--- config.mk ---
export PLATFORM = sky130hd
export DESIGN_NAME = max7219_cmd_seq
export DESIGN_NICKNAME = d
export VERILOG_FILES = /design/src/rtl/max7219_pkg.sv /design/src/rtl/max7219_refresh_timer.sv /design/src/rtl/max7219_cmd_seq.sv
export SDC_FILE = /design/constraint.sdc
export NUM_CORES = 1
export LEC_CHECK = 0
export CELL_PAD_IN_SITES_DETAIL_PLACEMENT = 1
export CELL_PAD_IN_SITES_GLOBAL_PLACEMENT = 1
export CORE_MARGIN = 3
export CORE_UTILIZATION = 38
export DETAILED_ROUTE_END_ITERATION = 8
export PLACE_DENSITY_LB_ADDON = 0.1
export SYNTH_ARGS = -nofsm -noshare
export SYNTH_HDL_FRONTEND = slang
export SYNTH_SLANG_ARGS = --single-unit
--- constraint.sdc ---
create_clock -name clk -period 4.56 [get_ports clk]
set_input_delay 0.912 -clock clk [delete_from_list [all_inputs] [get_ports clk]]
set_output_delay 0.912 -clock clk [all_outputs]
set_load 0.02 [all_outputs]
--- src/rtl/max7219_pkg.sv ---
// rtl/max7219_pkg.sv - shared MAX7219 register map, sequencer state and command types
package max7219_pkg;

    localparam logic [7:0] REG_NOP       = 8'h00;
    localparam logic [7:0] REG_DIGIT0    = 8'h01;
    localparam logic [7:0] REG_DECODE    = 8'h09;
    localparam logic [7:0] REG_INTENSITY = 8'h0A;
    localparam logic [7:0] REG_SCAN      = 8'h0B;
    localparam logic [7:0] REG_SHUTDOWN  = 8'h0C;
    localparam logic [7:0] REG_TEST      = 8'h0F;

    typedef enum logic [1:0] {INIT, IDLE, FRAME, INTEN} seq_state_t;

    typedef struct packed {
        logic [7:0] addr;
        logic [7:0] data;
    } max7219_cmd_t;

    // Power-up register writes: test off, shutdown off, scan limit, intensity, decode mode.
    function automatic max7219_cmd_t init_cmd(input logic [2:0] idx, input logic [2:0] scan,
                                              input logic [7:0] decode, input logic [3:0] inten);
        max7219_cmd_t c;
        case (idx)
            3'd0:    c = '{addr: REG_TEST,      data: 8'h00};
            3'd1:    c = '{addr: REG_SHUTDOWN,  data: 8'h01};
            3'd2:    c = '{addr: REG_SCAN,      data: {5'b0, scan}};
            3'd3:    c = '{addr: REG_INTENSITY, data: {4'b0, inten}};
            default: c = '{addr: REG_DECODE,    data: decode};
        endcase
        return c;
    endfunction

endpackage

--- src/rtl/max7219_refresh_timer.sv ---
// rtl/max7219_refresh_timer.sv - idle refresh down-counter with load, enable and expired flag
module max7219_refresh_timer #(
    parameter int unsigned      WIDTH  = 8,
    parameter logic [WIDTH-1:0] RELOAD = '0
) (
    input  logic clk,
    input  logic reset_n,
    input  logic load,
    input  logic enable,
    output logic expired
);

    logic [WIDTH-1:0] count;

    always_ff @(posedge clk) begin
        if (!reset_n || load) begin
            count <= RELOAD;
        end else if (enable && count != '0) begin
            count <= count - WIDTH'(1);
        end
    end

    assign expired = (count == '0);

endmodule

--- src/rtl/max7219_cmd_seq.sv ---
// rtl/max7219_cmd_seq.sv - MAX7219 init, frame and intensity command sequencer
module max7219_cmd_seq
    import max7219_pkg::*;
#(
    parameter logic [2:0]  SCAN_LIMIT     = 3'd7,
    parameter logic [7:0]  DECODE_MODE    = 8'hFF,
    parameter logic [3:0]  INIT_INTENSITY = 4'hF,
    parameter int unsigned REFRESH_CYCLES = 0
) (
    input  logic        clk,
    input  logic        reset_n,
    input  logic        update,
    input  logic [63:0] digit_data,
    input  logic [3:0]  intensity,
    output logic        cmd_valid,
    output logic [7:0]  cmd_addr,
    output logic [7:0]  cmd_data,
    input  logic        cmd_ready,
    output logic        init_done,
    output logic        busy,
    output logic        frame_done
);

    seq_state_t   state;
    logic [2:0]   idx;
    logic [2:0]   nidx;
    max7219_cmd_t cmd;
    logic [3:0]   int_shadow;
    logic [63:0]  staging;
    logic [63:0]  frame_buf;
    logic         pend;
    logic         xfer;
    logic         start_frame;
    logic         refresh_expired;

    assign xfer     = cmd_valid && cmd_ready;
    assign nidx     = idx + 3'd1;
    assign cmd_addr = cmd.addr;
    assign cmd_data = cmd.data;
    assign busy     = (state != IDLE);

    generate
        if (REFRESH_CYCLES > 0) begin : g_refresh
            localparam int unsigned RW = (REFRESH_CYCLES > 1) ? $clog2(REFRESH_CYCLES) : 1;
            max7219_refresh_timer #(
                .WIDTH (RW),
                .RELOAD(RW'(REFRESH_CYCLES - 1))
            ) u_timer (
                .clk    (clk),
                .reset_n(reset_n),
                .load   (state != IDLE),
                .enable (state == IDLE),
                .expired(refresh_expired)
            );
        end else begin : g_no_refresh
            assign refresh_expired = 1'b0;
        end
    endgenerate

    always_comb begin
        start_frame = 1'b0;
        if (state == INIT && xfer && idx == 3'd4) begin
            start_frame = 1'b1;
        end else if (state == IDLE) begin
            start_frame = pend || (intensity == int_shadow && refresh_expired);
        end
    end

    always_ff @(posedge clk) begin
        if (!reset_n) begin
            state      <= INIT;
            idx        <= 3'd0;
            cmd_valid  <= 1'b0;
            cmd        <= '0;
            init_done  <= 1'b0;
            frame_done <= 1'b0;
            pend       <= 1'b0;
            staging    <= '0;
            frame_buf  <= '0;
            int_shadow <= INIT_INTENSITY;
        end else begin
            frame_done <= 1'b0;
            case (state)
                INIT: begin
                    if (!cmd_valid) begin
                        cmd_valid <= 1'b1;
                        cmd       <= init_cmd(idx, SCAN_LIMIT, DECODE_MODE, INIT_INTENSITY);
                    end else if (cmd_ready) begin
                        if (idx == 3'd3) int_shadow <= INIT_INTENSITY;
                        if (idx == 3'd4) begin
                            init_done <= 1'b1;
                        end else begin
                            idx <= nidx;
                            cmd <= init_cmd(nidx, SCAN_LIMIT, DECODE_MODE, INIT_INTENSITY);
                        end
                    end
                end
                IDLE: begin
                    if (!pend && intensity != int_shadow) begin
                        state     <= INTEN;
                        cmd_valid <= 1'b1;
                        cmd       <= '{addr: REG_INTENSITY, data: {4'b0, intensity}};
                    end
                end
                FRAME: begin
                    if (xfer) begin
                        if (idx == 3'd7) begin
                            frame_done <= 1'b1;
                            cmd_valid  <= 1'b0;
                            state      <= IDLE;
                        end else begin
                            idx <= nidx;
                            cmd <= '{addr: REG_DIGIT0 + {5'b0, nidx},
                                     data: frame_buf[{nidx, 3'b000} +: 8]};
                        end
                    end
                end
                INTEN: begin
                    // Shadow what was actually written so a later change triggers another write.
                    if (xfer) begin
                        int_shadow <= cmd.data[3:0];
                        cmd_valid  <= 1'b0;
                        state      <= IDLE;
                    end
                end
            endcase

            // Frame buffer only reloads here, so a frame in flight is never torn.
            if (start_frame) begin
                state     <= FRAME;
                idx       <= 3'd0;
                frame_buf <= staging;
                pend      <= 1'b0;
                cmd_valid <= 1'b1;
                cmd       <= '{addr: REG_DIGIT0, data: staging[7:0]};
            end

            if (update) begin
                staging <= digit_data;
                pend    <= 1'b1;
            end
        end
    end

endmodule
==> results of run 1 <==
-- cell families (layout without fill, tap and decap cells) --
logic type,Yosys count,count (layout),share of synthesized area [%]
DFF,153,153,45.6
buffers and inverters,72,141,5.25
AOI/OAI and AO/OA,151,151,14.1
and+or+nand+nor,274,274,17.2
adders and majority gates,12,12,2.23
xor gates and xnor gates,5,5,0.651
muxes,94,94,14.9
other,1,4,0.0558
-- synth_stat cells (2+ instances only) --
library cell / number / area (um^2)
dfxtp_1: 153 / 3060
nand2_1: 150 / 563
mux2i_1: 89 / 891
nor2_1: 85 / 319
a21oi_1: 83 / 415
clkbuf_1: 22 / 82.6
buf_2: 21 / 105
inv_1: 15 / 56.3
o21ai_0: 14 / 70.1
ha_1: 12 / 150
buf_4: 9 / 67.6
o211ai_1: 8 / 60.1
a31oi_1: 6 / 37.5
nand2b_1: 6 / 37.5
mux4_2: 5 / 113
nand3_1: 5 / 25.0
nor3_1: 5 / 25.0
and4_1: 4 / 35.0
nor4b_1: 4 / 35.0
o21ai_1: 4 / 20.0
o221ai_1: 4 / 35.0
xor2_1: 4 / 35.0
a211oi_1: 3 / 22.5
a22oi_1: 3 / 22.5
buf_6: 3 / 33.8
nor2b_1: 3 / 18.8
o211a_1: 3 / 30.0
a311oi_1: 2 / 17.5
nand3b_1: 2 / 15.0
o21a_1: 2 / 15.0
or2_1: 2 / 12.5
-- per-layer routing --
metal	vias up	track usage, %	part of all wire, %
li1	2717	-	-
met1	2608	24.7	45
met2	127	32.5	49
met3	22	3.55	4.5
met4	0	6.39	1.8
met5	-	0	0
-- final timing paths --
kind            startpoint       endpoint  slack, ns  cells past startpoint
max reg2reg         idx[0]    cmd_data[4]       1.47                      9
min          frame_buf[42]  frame_buf[42]       0.45                      2
max                 idx[0]    cmd_data[4]       1.47                      9
min reg2reg  frame_buf[42]  frame_buf[42]       0.45                      2
-- through the flow --
stage / hold slack, ns / setup slack (ns) / std cells
2_1_floorplan: 0.429 / 2.01 / 765
3_3_place_gp: 0.438 / 1.26 / 1022
3_5_place_dp: 0.445 / 1.20 / 1022
4_1_cts: 0.453 / 1.46 / 1054
5_1_grt: 0.470 / 1.17 / 1054
6_report: 0.451 / 1.47 / 1054
-- flip-flops by register name (all words and copies together), names as in the netlist --
name / count
frame_done: 1
init_done: 1
staging: 64
frame_buf: 64
cmd_valid: 1
idx: 3
int_shadow: 4
cmd_data: 8
pend: 1
cmd_addr: 4
state: 2
-- where the power goes --
| part | leakage, nW | internal, mW | switching [mW] |
|---|---|---|---|
| registers | 1.25 | 1.45 | 0.104 |
| clock network | 0.272 | 0.811 | 0.556 |
| logic | 1.54 | 0.498 | 0.687 |
-- worst min-delay path, stage by stage (launching register included) --
cell,delay (ns)
dfxtp_1,0.31
nand2_1,0.05
a21oi_1,0.05
-- layout make-up --
cell class / count / area (um^2)
clock buffer: 23 / 488
timing repair buffer: 93 / 913
sequential: 153 / 3060
fill: 1940 / 8730
inverter: 16 / 61.3
multi-input combinational: 540 / 3320
clock inverter: 9 / 87.6
tap: 220 / 275
-- cells in the final DEF (no fill, tap or decap), types with 2 or more instances in the layout --
| master | instances |
|---|---|
| dfxtp_1 | 153 |
| nand2_1 | 149 |
| mux2i_1 | 89 |
| clkdlybuf4s50_1 | 86 |
| nor2_1 | 85 |
| a21oi_1 | 83 |
| clkbuf_16 | 17 |
| inv_1 | 15 |
| o21ai_0 | 14 |
| ha_1 | 12 |
| o211ai_1 | 8 |
| buf_4 | 7 |
| nand2b_1 | 6 |
| a31oi_1 | 6 |
| nand3_1 | 5 |
| nor3_1 | 5 |
| mux4_2 | 5 |
| xor2_1 | 4 |
| o21ai_1 | 4 |
| and4_1 | 4 |
| nor4b_1 | 4 |
| o221ai_1 | 4 |
| conb_1 | 4 |
| clkbuf_8 | 4 |
| clkinvlp_4 | 4 |
| clkinv_2 | 3 |
| nor2b_1 | 3 |
| a22oi_1 | 3 |
| o211a_1 | 3 |
| a211oi_1 | 3 |
| or2_1 | 2 |
| nand3b_1 | 2 |
| a311oi_1 | 2 |
| clkbuf_1 | 2 |
| inv_6 | 2 |
==> metrics.md, run 1 <==
| Metric | Value |
|---|---|
| Longest Clk Path Bufs | 2 |
| CTS tree | done |
| Top Ports | 92 |
| Hpwl dp | 13200 um |
| Clock transition at path regs | 0.07 ns |
| DR iter-0 viols | 242 |
| Clock period minus worst slack | 3.09 ns |
| GR Overflow Total | 0 |
| CP endpoint kind | flop |
| Critical path startpoint category | flop |
| Ratio of final minimum period to clock period | 67.8% |
| Synth Warn # | 0 |
| Post-synth EDFFs | 0 |
| Core Region | 16900 um^2 |
| Total CTS buffers | 17 |
| Ys flop type | dfxtp_1 |
| WP data required | 4.88 ns |
| Largest net degree at the start of global routing | 64 |
| Row count | 47 |
| Pwr/cell area | 500 nW/um^2 |
| RSZ-0062 raised after global routing | false |
| Skew-Pair Late Insertion Delay | 0.42 ns |
| Die width | 139 um |
| Die Y | 139 um |
| Asr flop ratio synth | 0% |
| Worst Path Buf+Inv | 1 |
| Lkg Pwr | 3.06 nW |
| Netlist Area Pre-Place | 6720 um^2 |
| Post-Syn Instances | 762 |
| Maxcap violations | 0 |
| Die area | 19300 um^2 |
| Total power | 4.10 mW |
| Area Growth Syn to Fin | 22.1% |
| Final Max Slew Viols | 0 |
| Post-CTS sizing | 0 |
| CP cell instances | buf_4, ha_1, ha_1, ha_1, nor2b_1, a22oi_1, o31ai_2, o211ai_1, a21oi_1 |
| Slew headroom | 41.2% |
| Post-CTS Setup Bufs | 0 |
| Initial antenna violation count | 0 |
| Placed Area | 7630 um^2 |
| Clock Skews | 0.0108 ns |
| Final hold vios | 0 |
| Layout Utilization | 48.5% |
| Cell area after layout | 8210 um^2 |
| Final ANT Viol Nets | 0 |
| H-tree Lvls | 4 |
| F_max | 323 MHz |
| First-pass GRT wire length | 30100 um |
| Hold Path Class | flop to flop |
| Total global-route track usage | 19.2% |
| CP most frequent cell | ha_1 |
| Avg WL per Cell | 17.5 um |
| Layout cell share with drive strength beyond 1 | 6.71% |
| Setup TNS | 0 ns |
| Max VDD drop | 0.000271 V |
| DRT Pass-1 Iters | 4 |
| Via count | 5474 |
| Vias in the first global route | 5690 |
| Synth Register Bits | 153 |
| Syn avg cell area | 8.82 um^2 |
| Crit Path Category | flop to flop |
| Initial Util | 39.7% |
| Worst stage delay on the critical path | 0.47 ns |
| Port Buf Inserts | 87 |
| Final setup viols | 0 |
| Layout net count | 905 |
| Unique masters post-synth | 62 |
| Register area share after synthesis | 45.6% |
| # diodes | 0 |
| Crit Path Max Fanout | 30 |
| Gpl congestion | 0.826 |
| Clock Sinks | 153 |
| Root buffer cell | clkbuf_16 |
| Vias per cell | 5.19 |
| Total Routed Length | 18400 um |
| CP max-delay cell | ha_1 |
| Arrival time at the worst endpoint | 3.41 ns |
| Cell family with most CP delay | adder cells |
| Outcome | complete, no violations |
| Slew @ Worst Pin | 0.881 ns |
| DR DRC count | 0 |
| CTS Hold Bufs | 0 |
No activity file was read; power rests on OpenSTA's default activity.
==> run 2, diff against run 1 <==
--- a/config.mk
+++ b/config.mk
@@ -8,7 +8,7 @@
 export CELL_PAD_IN_SITES_DETAIL_PLACEMENT = 1
 export CELL_PAD_IN_SITES_GLOBAL_PLACEMENT = 1
 export CORE_MARGIN = 3
-export CORE_UTILIZATION = 38
+export CORE_UTILIZATION = 37
 export DETAILED_ROUTE_END_ITERATION = 8
 export PLACE_DENSITY_LB_ADDON = 0.1
 export SYNTH_ARGS = -nofsm -noshare
==> constraint.sdc (replaced) <==
create_clock -name clk -period 2.65 [get_ports clk]
set_input_delay 0.53 -clock clk [delete_from_list [all_inputs] [get_ports clk]]
set_output_delay 0.53 -clock clk [all_outputs]
set_load 0.02 [all_outputs]
==> run 2 against run 1 <==
- critical path depth shrank 5
- clock skew shrank 0.0013 ns
- sequential power grew 72%
- via count grew 1.7%
- core utilization shrank 0.76 points
- register-to-register slack lost 1.2 ns
- die area grew 2.6%
- cell count grew 1.4%
- power grew 77%
- worst hold slack lost 0.00050 ns
- largest power group unchanged
==> metrics.md, run 2 (synthesis gave the netlist of run 1 again) <==
| Metric | Value |
|---|---|
| Initial Util | 38.3% (-1.4 points) |
| Worst Path Buf+Inv | 3 (+2) |
| Setup TNS | 0 ns (unchanged) |
| Core Region | 17500 um^2 (+3.5%) |
| DR iter-0 viols | 273 (+13%) |
| Slew headroom | 61.6% (+20 points) |
| Clock Skews | 0.00956 ns (-0.00127 ns) |
| Area Growth Syn to Fin | 24.5% |
| F_max | 404 MHz |
| # diodes | 0 (unchanged) |
| Sw frac | 34.6% (+1.7 points) |
| H-tree Lvls | 4 (unchanged) |
| Final Max Slew Viols | 0 (unchanged) |
| Met1 usage | 25.0% (+0.22 points) |
| Placed Area | 7780 um^2 (+1.9%) |
| Hold slack | 0.451 ns (-0.000500 ns) |
| Worst slack, placed | 0.208 ns (-0.995 ns) |
| M3 GR Usage | 4.61% (+1.1 points) |
| Row count | 48 (+2.1%) |
| Root buffer cell | clkbuf_16 |
| Pwr/cell area | 868 nW/um^2 (+74%) |
| First-pass GRT wire length | 31200 um (+3.6%) |
| Commonest non-fill, non-tap cell in the layout | dfxtp_1 |
| Cell area after layout | 8370 um^2 (+1.9%) |
| Vias per cell | 5.21 (+0.24%) |
| Hold Path Class | flop to flop |
| Slew @ Worst Pin | 0.575 ns (-0.306 ns) |
| Final ANT Viol Nets | 0 (unchanged) |
| WP data required | 2.12 ns (-2.76 ns) |
| Die width | 141 um (+1.3%) |
| Final hold vios | 0 (unchanged) |
| Int Power | 4.75 mW (+72%) |
| Top Ports | 92 (unchanged) |
| Port Buf Inserts | 87 (unchanged) |
| CP endpoint kind | output pin |
| GR Overflow Total | 0 (unchanged) |
| Layout net count | 915 (+1.1%) |
| Hpwl dp | 14100 um (+6.6%) |
| Cell family with most CP delay | buffers and inverters |
| Sequential share of power | 36.8% (-1.0 points) |
| Initial antenna violation count | 0 (unchanged) |
| Avg WL per Cell | 18.2 um (+3.8%) |
| Final worst setup slack | 0.177 ns (-1.29 ns) |
| Psw | 2.51 mW (+86%) |
| Arrival time at the worst endpoint | 1.94 ns (-1.47 ns) |
| Fillers | 2044 (+5.4%) |
| Gpl congestion | 0.824 (-0.30%) |
| Lkg Pwr | 3.14 nW (+2.5%) |
| Worst stage delay on the critical path | 0.60 ns (+0.13 ns) |
| Layout Utilization | 47.7% (-0.76 points) |
| Clock Sinks | 153 (unchanged) |
| Clock share of power | 33.4% (about the same) |
| Maxcap violations | 0 (unchanged) |
| Total Routed Length | 19400 um (+5.3%) |
| Clock period minus worst slack | 2.47 ns |
| Met2 Use GR | 33.7% (+1.2 points) |
| DR DRC count | 0 (unchanged) |
| Critical path startpoint category | flop |
| Most Crowded Layer GR | met2 |
| Die area | 19800 um^2 (+2.6%) |
| RSZ-0062 raised after global routing | false |
| Most frequent cells in the layout | 153 x dfxtp_1, 149 x nand2_1, 89 x mux2i_1 |
| Via count | 5565 (+1.7%) |
| DRT Pass-1 Iters | 4 (unchanged) |
| Longest Clk Path Bufs | 2 (unchanged) |
| Ratio of final minimum period to clock period | 93.3% |
| Total CTS buffers | 17 (unchanged) |
| Combinational Power Share | 29.9% (+1.0 points) |
| Skew-Pair Late Insertion Delay | 0.43 ns (about the same) |
| CP most frequent cell | inv_1 |
| Max VDD drop | 0.000498 V (+84%) |
| Vias in the first global route | 5912 (+3.9%) |
| Die Y | 141 um (+1.3%) |
| Largest net degree at the start of global routing | 81 (+27%) |
| CP max-delay cell | clkdlybuf4s50_1 |
| Total power | 7.26 mW (+77%) |
| CTS tree | done |
| Crit Path Category | flop to output pin |
| Outcome | complete, no violations |
| DP Cell Count | 1037 (+1.5%) |
| Total global-route track usage | 19.8% (+0.60 points) |
| Crit Path Max Fanout | 7 (-77%) |
| Final setup viols | 0 (unchanged) |
| Clock transition at path regs | 0.06 ns (about the same) |
| CP cell instances | inv_1, ha_2, inv_1, clkdlybuf4s50_1 |
| Final non-filler cell total | 1069 (+1.4%) |
| Layout cell share with drive strength beyond 1 | 8.06% (+1.3 points) |
==> run 2: changes by cell type in the layout (fill, tap and decap cells not counted) <==
cell | previous run | this run
buf_12 | 0 | 5
buf_4 | 7 | 12
clkbuf_8 | 4 | 0
inv_8 | 0 | 4
clkinv_2 | 3 | 1
clkinv_4 | 0 | 2
clkbuf_1 | 2 | 1
clkinv_8 | 0 | 1
clkinvlp_4 | 4 | 3
ha_1 | 12 | 11
ha_2 | 0 | 1
inv_6 | 2 | 3
==> run 2: layer usage <==
metal | up-vias | part of all wire (%)
met2 | 99 | 49
met3 | 25 | 3.9
met5 | - | 0
li1 | 2737 | -
met4 | 0 | 1.8
met1 | 2704 | 45
==> run 2: final timing paths <==
path	start	depth (start not counted)	slack, ns	endpoint
setup / recovery	state[1]	4	0.18	busy
hold / removal	init_done	2	0.45	init_done
hold reg to reg	init_done	2	0.45	init_done
setup reg to reg	state[1]	7	0.31	cmd_data[0]
==> run 2: cell type report <==
cell class | count | area, um^2 | area share (%)
repair buffers | 103 | 1050 | 12.6
clock buffers | 18 | 429 | 5.13
flip-flops and latches | 153 | 3060 | 36.6
well taps | 225 | 282 | 3.36
inverters | 16 | 61.3 | 0.733
clock inverters | 14 | 158 | 1.88
multi-input cells | 540 | 3320 | 39.7
==> run 2: worst min-delay path, delay by kind of cell, from the launching register on <==
family | cells | cell delay [ns]
flops | 1 | 0.31
buf+inv | 1 | 0.05
compound gates | 1 | 0.05
==> run 2: what timing repair did <==
action / 4_1_cts / 5_1_grt
setup endpoints to repair: 0 / 1
buffers inserted: 0 / 0
hold buffers: 0 / 0
gates resized for setup: 0 / 1
==> run 2: power by group through the flow <==
stage / combinational (mW) / sequential [mW] / clock, mW
6_report: 2.17 / 2.67 / 2.42
5_1_grt: 2.37 / 2.69 / 2.59
4_1_cts: 2.19 / 2.67 / 2.48
3_5_place_dp: 2.17 / 2.72 / 0
3_3_place_gp: 2.13 / 2.71 / 0
2_1_floorplan: 1.45 / 2.72 / 0
==> run 3, diff against run 2 <==
--- a/config.mk
+++ b/config.mk
@@ -9,6 +9,7 @@
 export CELL_PAD_IN_SITES_GLOBAL_PLACEMENT = 1
 export CORE_MARGIN = 3
 export CORE_UTILIZATION = 37
+export CTS_CLUSTER_DIAMETER = 40
 export DETAILED_ROUTE_END_ITERATION = 8
 export PLACE_DENSITY_LB_ADDON = 0.1
 export SYNTH_ARGS = -nofsm -noshare
==> results of run 3 <==
No change in the layout: final DEF, timing and power equal those of run 2.
